### src/rtl/mult_pkg.sv
// ---------------------------------------------------------------------------
// mult_pkg
// Shared types and burst-size helpers for the multiplier host.
//   host_state_t  : transaction sequencer states of mult_host
//   mult_state_t  : state encoding of the attached multiplier, kept here so
//                   host and multiplier agree on one definition
//   depth_of()    : burst depth for a given log2 depth
//   tmo_limit_of(): cycles allowed from WAIT_FULL entry until a forced DONE
// ---------------------------------------------------------------------------
package mult_pkg;

   localparam int LOGDEPTH_DEF = 6;

   typedef enum logic [2:0] {
      S_IDLE      = 3'd0,
      S_FEED      = 3'd1,
      S_WAIT_FULL = 3'd2,
      S_REQ       = 3'd3,
      S_COLLECT   = 3'd4,
      S_DONE      = 3'd5
   } host_state_t;

   typedef enum logic [1:0] {
      M_IDLE    = 2'd0,
      M_LOAD    = 2'd1,
      M_COMPUTE = 2'd2,
      M_READ    = 2'd3
   } mult_state_t;

   function automatic int depth_of(input int logdepth);
      return 1 << logdepth;
   endfunction

   // The multiplier gets four burst lengths to fill and stream back.
   function automatic int tmo_limit_of(input int logdepth);
      return 4 * depth_of(logdepth);
   endfunction

endpackage

### src/rtl/mult_acc.sv
// ---------------------------------------------------------------------------
// mult_acc
// Clear/enable accumulator for readback beats.
//   clk_i    : clock, rising edge
//   rst_ni   : asynchronous active-low reset
//   clr_i    : zero sum and beat count (wins over en_i)
//   en_i     : add data_i to the sum and count one beat
//   data_i   : readback beat, zero-extended into the sum
//   sum_o    : running sum, LOGDEPTH guard bits so DEPTH max beats fit
//   beats_o  : number of beats accumulated since the last clear
// ---------------------------------------------------------------------------
module mult_acc
   import mult_pkg::*;
#(
   parameter int LOGDEPTH = LOGDEPTH_DEF,
   parameter int WIDTH    = 32
) (
   input  logic                      clk_i,
   input  logic                      rst_ni,
   input  logic                      clr_i,
   input  logic                      en_i,
   input  logic [WIDTH-1:0]          data_i,
   output logic [WIDTH+LOGDEPTH-1:0] sum_o,
   output logic [LOGDEPTH:0]         beats_o
);

   logic [WIDTH+LOGDEPTH-1:0] sum_q;
   logic [LOGDEPTH:0]         beats_q;

   always_ff @(posedge clk_i or negedge rst_ni) begin
      if (!rst_ni) begin
         sum_q   <= '0;
         beats_q <= '0;
      end else if (clr_i) begin
         sum_q   <= '0;
         beats_q <= '0;
      end else if (en_i) begin
         sum_q   <= sum_q + {{LOGDEPTH{1'b0}}, data_i};
         beats_q <= beats_q + (LOGDEPTH+1)'(1);
      end
   end

   assign sum_o   = sum_q;
   assign beats_o = beats_q;

endmodule

### src/rtl/mult_host.sv
// ---------------------------------------------------------------------------
// mult_host
// Sequences one multiplier transaction: streams DEPTH operand pairs into the
// multiplier, waits for it to finish, requests a block readback and sums the
// returned beats.
//   clk, rst                  : clock; asynchronous active-low reset
//   start                     : begin a transaction (only looked at in IDLE)
//   op_valid/op_ready,op_a/b  : upstream operand handshake
//   EN_mult, mult_input0/1    : operand feed to the multiplier
//   RDY_mult                  : multiplier ready; low means burst computed
//   EN_blockRead              : one-cycle readback request
//   VALID_memVal, memVal_data : readback beats
//   sum_valid                 : one-cycle pulse, results below are valid
//   sum_data, beats           : accumulated sum and beat count
//   underrun, timeout         : sticky error flags of the last transaction
//   busy                      : high outside IDLE
// ---------------------------------------------------------------------------
module mult_host
   import mult_pkg::*;
#(
   parameter int LOGDEPTH = LOGDEPTH_DEF,
   parameter int WIDTH    = 32
) (
   input  logic                      clk,
   input  logic                      rst,
   input  logic                      start,
   input  logic                      op_valid,
   output logic                      op_ready,
   input  logic [15:0]               op_a,
   input  logic [15:0]               op_b,
   output logic                      EN_mult,
   output logic [15:0]               mult_input0,
   output logic [15:0]               mult_input1,
   input  logic                      RDY_mult,
   output logic                      EN_blockRead,
   input  logic                      VALID_memVal,
   input  logic [WIDTH-1:0]          memVal_data,
   output logic                      sum_valid,
   output logic [WIDTH+LOGDEPTH-1:0] sum_data,
   output logic [LOGDEPTH:0]         beats,
   output logic                      underrun,
   output logic                      timeout,
   output logic                      busy
);

   localparam int DEPTH     = depth_of(LOGDEPTH);
   localparam int TMO_LIMIT = tmo_limit_of(LOGDEPTH);
   localparam int TW        = LOGDEPTH + 3;

   localparam logic [LOGDEPTH-1:0] FEED_LAST  = LOGDEPTH'(DEPTH - 1);
   localparam logic [TW-1:0]       TMO_LAST   = TW'(TMO_LIMIT - 1);
   localparam logic [LOGDEPTH:0]   BEATS_LAST = (LOGDEPTH+1)'(DEPTH - 1);

   host_state_t         state_q;
   logic [LOGDEPTH-1:0] feed_cnt_q;
   logic [TW-1:0]       tmo_cnt_q;
   logic                underrun_q;
   logic                timeout_q;
   logic                op_ready_q;
   logic                en_mult_q;
   logic                en_blockread_q;
   logic                sum_valid_q;
   logic                busy_q;

   logic start_d;
   logic acc_en_d;
   logic last_beat_d;
   logic tmo_hit_d;

   assign start_d  = (state_q == S_IDLE) && start && RDY_mult;
   assign acc_en_d = (state_q == S_COLLECT) && VALID_memVal;
   // This cycle's beat brings the count to DEPTH.
   assign last_beat_d = acc_en_d && (beats == BEATS_LAST);
   // Counter holds k-1 during the k-th cycle after WAIT_FULL entry.
   assign tmo_hit_d = (tmo_cnt_q == TMO_LAST);

   mult_acc #(
      .LOGDEPTH (LOGDEPTH),
      .WIDTH    (WIDTH)
   ) u_acc (
      .clk_i   (clk),
      .rst_ni  (rst),
      .clr_i   (start_d),
      .en_i    (acc_en_d),
      .data_i  (memVal_data),
      .sum_o   (sum_data),
      .beats_o (beats)
   );

   always_ff @(posedge clk or negedge rst) begin
      if (!rst) begin
         state_q        <= S_IDLE;
         feed_cnt_q     <= '0;
         tmo_cnt_q      <= '0;
         underrun_q     <= 1'b0;
         timeout_q      <= 1'b0;
         op_ready_q     <= 1'b0;
         en_mult_q      <= 1'b0;
         en_blockread_q <= 1'b0;
         sum_valid_q    <= 1'b0;
         busy_q         <= 1'b0;
      end else begin
         case (state_q)
            S_IDLE: begin
               if (start_d) begin
                  state_q    <= S_FEED;
                  feed_cnt_q <= '0;
                  tmo_cnt_q  <= '0;
                  underrun_q <= 1'b0;
                  timeout_q  <= 1'b0;
                  op_ready_q <= 1'b1;
                  en_mult_q  <= 1'b1;
                  busy_q     <= 1'b1;
               end
            end

            S_FEED: begin
               en_mult_q <= 1'b0;
               // A missing operand still consumes a feed slot; zeros go out.
               if (!op_valid) begin
                  underrun_q <= 1'b1;
               end
               if (feed_cnt_q == FEED_LAST) begin
                  state_q    <= S_WAIT_FULL;
                  op_ready_q <= 1'b0;
                  tmo_cnt_q  <= '0;
               end else begin
                  feed_cnt_q <= feed_cnt_q + LOGDEPTH'(1);
               end
            end

            S_WAIT_FULL: begin
               tmo_cnt_q <= tmo_cnt_q + TW'(1);
               if (tmo_hit_d) begin
                  state_q     <= S_DONE;
                  timeout_q   <= 1'b1;
                  sum_valid_q <= 1'b1;
               end else if (!RDY_mult) begin
                  state_q        <= S_REQ;
                  en_blockread_q <= 1'b1;
               end
            end

            S_REQ: begin
               tmo_cnt_q      <= tmo_cnt_q + TW'(1);
               en_blockread_q <= 1'b0;
               if (tmo_hit_d) begin
                  state_q     <= S_DONE;
                  timeout_q   <= 1'b1;
                  sum_valid_q <= 1'b1;
               end else begin
                  state_q <= S_COLLECT;
               end
            end

            S_COLLECT: begin
               tmo_cnt_q <= tmo_cnt_q + TW'(1);
               // A beat arriving on the expiry cycle is still summed by the
               // accumulator; the flag just records that time ran out.
               if (tmo_hit_d || last_beat_d ||
                   (!VALID_memVal && (beats != '0))) begin
                  state_q     <= S_DONE;
                  sum_valid_q <= 1'b1;
                  if (tmo_hit_d) begin
                     timeout_q <= 1'b1;
                  end
               end
            end

            S_DONE: begin
               state_q     <= S_IDLE;
               sum_valid_q <= 1'b0;
               busy_q      <= 1'b0;
            end

            default: begin
               state_q <= S_IDLE;
            end
         endcase
      end
   end

   // Operands pass straight through only while feeding.
   assign mult_input0 = ((state_q == S_FEED) && op_valid) ? op_a : 16'h0000;
   assign mult_input1 = ((state_q == S_FEED) && op_valid) ? op_b : 16'h0000;

   assign op_ready     = op_ready_q;
   assign EN_mult      = en_mult_q;
   assign EN_blockRead = en_blockread_q;
   assign sum_valid    = sum_valid_q;
   assign underrun     = underrun_q;
   assign timeout      = timeout_q;
   assign busy         = busy_q;

endmodule

### config.mk
export PLATFORM = sky130hd
export DESIGN_NAME = mult_host
export DESIGN_NICKNAME = d
export VERILOG_FILES = /design/src/rtl/mult_pkg.sv /design/src/rtl/mult_acc.sv /design/src/rtl/mult_host.sv
export SDC_FILE = /design/constraint.sdc
export NUM_CORES = 1
export LEC_CHECK = 0
export ABC_AREA = 1
export CAP_MARGIN = 10
export CORE_MARGIN = 5
export CORE_UTILIZATION = 30
export CTS_BUF_LIST = sky130_fd_sc_hd__clkbuf_8
export CTS_CLUSTER_DIAMETER = 50
export DETAILED_ROUTE_END_ITERATION = 6
export PLACE_DENSITY = 0.55
export RECOVER_POWER = 25
export SLEW_MARGIN = 10
export SYNTH_ARGS = -nofsm -noshare
export SYNTH_HDL_FRONTEND = slang
export SYNTH_SLANG_ARGS = --single-unit
### constraint.sdc
create_clock -name clk -period 2.81 [get_ports clk]
set_clock_uncertainty 0.15 [all_clocks]
set_input_delay 0.843 -clock clk [delete_from_list [all_inputs] [get_ports clk]]
set_output_delay 0.843 -clock clk [all_outputs]
set_load 0.005 [all_outputs]
==> results.json <==
{
  "die-width_um": 148,
  "coreArea_um2": 18800,
  "grt_usage_pct": 17.8,
  "synth-compound-area-share_pct": 11.5,
  "finalHoldViolCount": 0,
  "tightest_slew_ns": 1.00,
  "route.detailed.drc": 0,
  "synthDistinctLibCells": 34,
  "synth_top_family_by_area": "simple AND/OR/NAND/NOR gates",
  "max_slew_margin_pct": 33.0,
  "fmax_mhz": 365,
  "syn-num-nets": 1037,
  "synthXorXnorAreaFrac_pct": 1.83,
  "syn_to_final_growth_pct": 46.8,
  "cts.sinks": 70,
  "preCtsSetupSlack_ns": -0.375,
  "final_cell_mix": "300 x nand2_1, 161 x inv_1, 119 x clkdlybuf4s50_1",
  "arrival_ns": 1.74,
  "slew_viol_final": 0,
  "muxShareOfSynthArea_pct": 0,
  "dieArea_um2": 22000,
  "worst-setup-path-type": "in -> out",
  "required_ns": 1.82,
  "io_pins": 154,
  "port-buffer-count": 153,
  "initial_core_util_pct": 30.6,
  "status": "finished clean",
  "cp_max_fo": 8,
  "whs_path_depth": 2,
  "synth_fa_ha_area_share_pct": 8.85,
  "clockRootBuffer": "clkbuf_8",
  "nFillCells": 2023,
  "vias": 6437,
  "min_path_type": "reg -> reg",
  "synth_cells": 927,
  "utilization_pct": 44.9,
  "cts_made_buffers": 9,
  "rrSetupSlack_ns": 0.52,
  "ir_drop_mv": 0.267,
  "drt-wirelength-per-cell_um": 13.7,
  "min_to": "tmo_cnt_q[8]$_DFFE_PN0P_",
  "cts_tree": "done",
  "ant_nets": 0,
  "ctsHtreeMaxLevel": 3,
  "leakage_nw": 4.61,
  "r2r-start": "tmo_cnt_q[1]$_DFFE_PN0P_",
  "dr.first_iter.drc_count": 300,
  "period_share_pct": 97.4,
  "overflow": 0,
  "hold_buffers": 0,
  "r2r_end": "state_q[1]$_DFFE_PN0P_",
  "ys_warn_count": 0,
  "grt_pass1_wl_mm": 31.8,
  "grt_max_degree": 37,
  "grt_pass1_vias": 6420,
  "die_h_um": 148,
  "synth.avg_cell_area_um2": 6.19,
  "hpwl_mm": 15.2,
  "routabilityCongestion": 0.862,
  "hp-start": "tmo_cnt_q[8]$_DFFE_PN0P_",
  "mostFrequentLayoutCell": "nand2_1",
  "antenna_found_initial": 0,
  "clk-insertion-delay-late_ns": 0.37,
  "via_per_inst": 4.59,
  "tns_ns": 0,
  "setup_viol_count_final": 0,
  "post-route-worst-setup-slack_ns": 0.0722,
  "synth_area_um2": 5740,
  "cts.reportedPaths.clkPinSlew_ns": 0.07,
  "maxCapViolCount": 0,
  "nets": 1274,
  "r2r_cells": 10,
  "totalWireLength_mm": 19.2,
  "yosysSeqAreaShare_pct": 30.5,
  "p_per_area_nw_per_um2": 536,
  "drive_gt1_share_pct": 12.1,
  "min_period_ns": 2.74,
  "post_synth_and_or_nand_nor_area_fraction_pct": 35.8,
  "antenna_cells": 0,
  "ys_ff_latch": 70,
  "dr.pass1.iters": 5,
  "rows": 50,
  "cp-start-kind": "primary input",
  "end_kind": "primary output",
  "clockBufferDepth": 2
}
[cells in the mapped netlist (all sizes together)]
cell / n / area share, %
nand2: 309 / 20
inv: 163 / 11
nor2: 125 / 8.3
dfrtp: 70 / 31
a21oi: 54 / 4.8
o21ai: 52 / 4.5
nand3: 46 / 4.0
ha: 39 / 8.5
nor3: 10 / 1.1
xnor2: 7 / 1.1
buf: 6 / 0.52
clkbuf: 6 / 0.39
nand3b: 6 / 0.78
xor2: 5 / 0.76
nand4: 4 / 0.44
o21bai: 4 / 0.52
a22o: 3 / 0.46
nor4: 3 / 0.33
o22ai: 3 / 0.33
a31oi: 2 / 0.22
and3: 2 / 0.22
o31ai: 2 / 0.26
a2111oi: 1 / 0.15
and2: 1 / 0.11
fa: 1 / 0.35
nor3b: 1 / 0.13
o211ai: 1 / 0.22
or2: 1 / 0.11
[state kept, by name (all words and copies together) (netlist names)]
name / cells
state_q: 3
EN_mult: 1
u_acc.sum_o: 38
feed_cnt_q: 6
u_acc.beats_o: 7
underrun: 1
busy: 1
tmo_cnt_q: 9
EN_blockRead: 1
timeout: 1
sum_valid: 1
op_ready: 1
[worst max path at each step]
| stage | slack (ns) | cells after the start | startpoint | endpoint |
|---|---|---|---|---|
| after global routing | -0.003 | 13 | memVal_data[15] | u_acc.sum_o[25]$_DFFE_PN0P_ |
| after global placement | -0.36 | 13 | memVal_data[0] | u_acc.sum_o[30]$_DFFE_PN0P_ |
| final | 0.07 | 5 | op_valid | mult_input0[9] |
| after CTS | 0.007 | 7 | state_q[1]$_DFFE_PN0P_ | mult_input0[12] |
| after detailed placement | -0.38 | 13 | memVal_data[0] | u_acc.sum_o[30]$_DFFE_PN0P_ |
| after floorplan | 0.21 | 14 | memVal_data[0] | u_acc.sum_o[32]$_DFFE_PN0P_ |
[per-stage QoR]
step	instances	power, mW	hold slack, ns	cell area, µm²
5_1_grt	1403	4.93	0.362	8430
3_5_place_dp	1384	3.66	0.329	8180
6_report	1403	4.52	0.337	8430
3_3_place_gp	1384	3.64	0.328	8180
4_1_cts	1403	4.56	0.273	8400
2_1_floorplan	927	2.52	0.303	5740
[worst max-delay path: stages]
cell and delay [ns]:
dlygate4sd2_1 0.23, nand2_4 0.09, bufbuf_16 0.28, nor2_1 0.08, clkdlybuf4s15_1 0.21
[layer usage]
layer	vias up	GRT usage (%)	wire [µm]
li1	3361	-	-
met1	2860	23.2	8900
met2	189	29.2	8610
met3	27	4.33	1270
met4	0	5.73	418
met5	-	0	0
[power by group]
group / switching, mW / total, mW / internal (mW)
logic: 1.23 / 2.32 / 1.09
clock network: 0.440 / 0.838 / 0.398
registers: 0.163 / 1.36 / 1.20
total: 1.84 / 4.52 / 2.68
[cell type report]
type	count	area (µm²)	area share, %
Timing Repair Buffer	238	2180	25.9
Sequential cell	70	1750	20.8
Tap cell	234	293	3.47
Inverter	163	612	7.26
Clock inverter	7	58.8	0.698
Multi-Input combinational cell	682	3410	40.4
Clock buffer	9	124	1.47
[timing repair]
item,4_1_cts,5_1_grt
setup buffers,1,0
pin swaps,2,2
setup endpoints to repair,32,32
cloned,2,0
gates resized for setup,39,38
[kinds of logic (layout without fill, tap and decap cells)]
kind of cell	after synthesis	count (layout)
AO/OA/AOI/OAI	122	122
XOR/XNOR	12	12
adder cells (fa/ha/maj)	40	40
buffers and inverters	175	417
flip-flops	70	70
AND/OR/NAND/NOR	508	508
(Power assumes the default switching activity.)
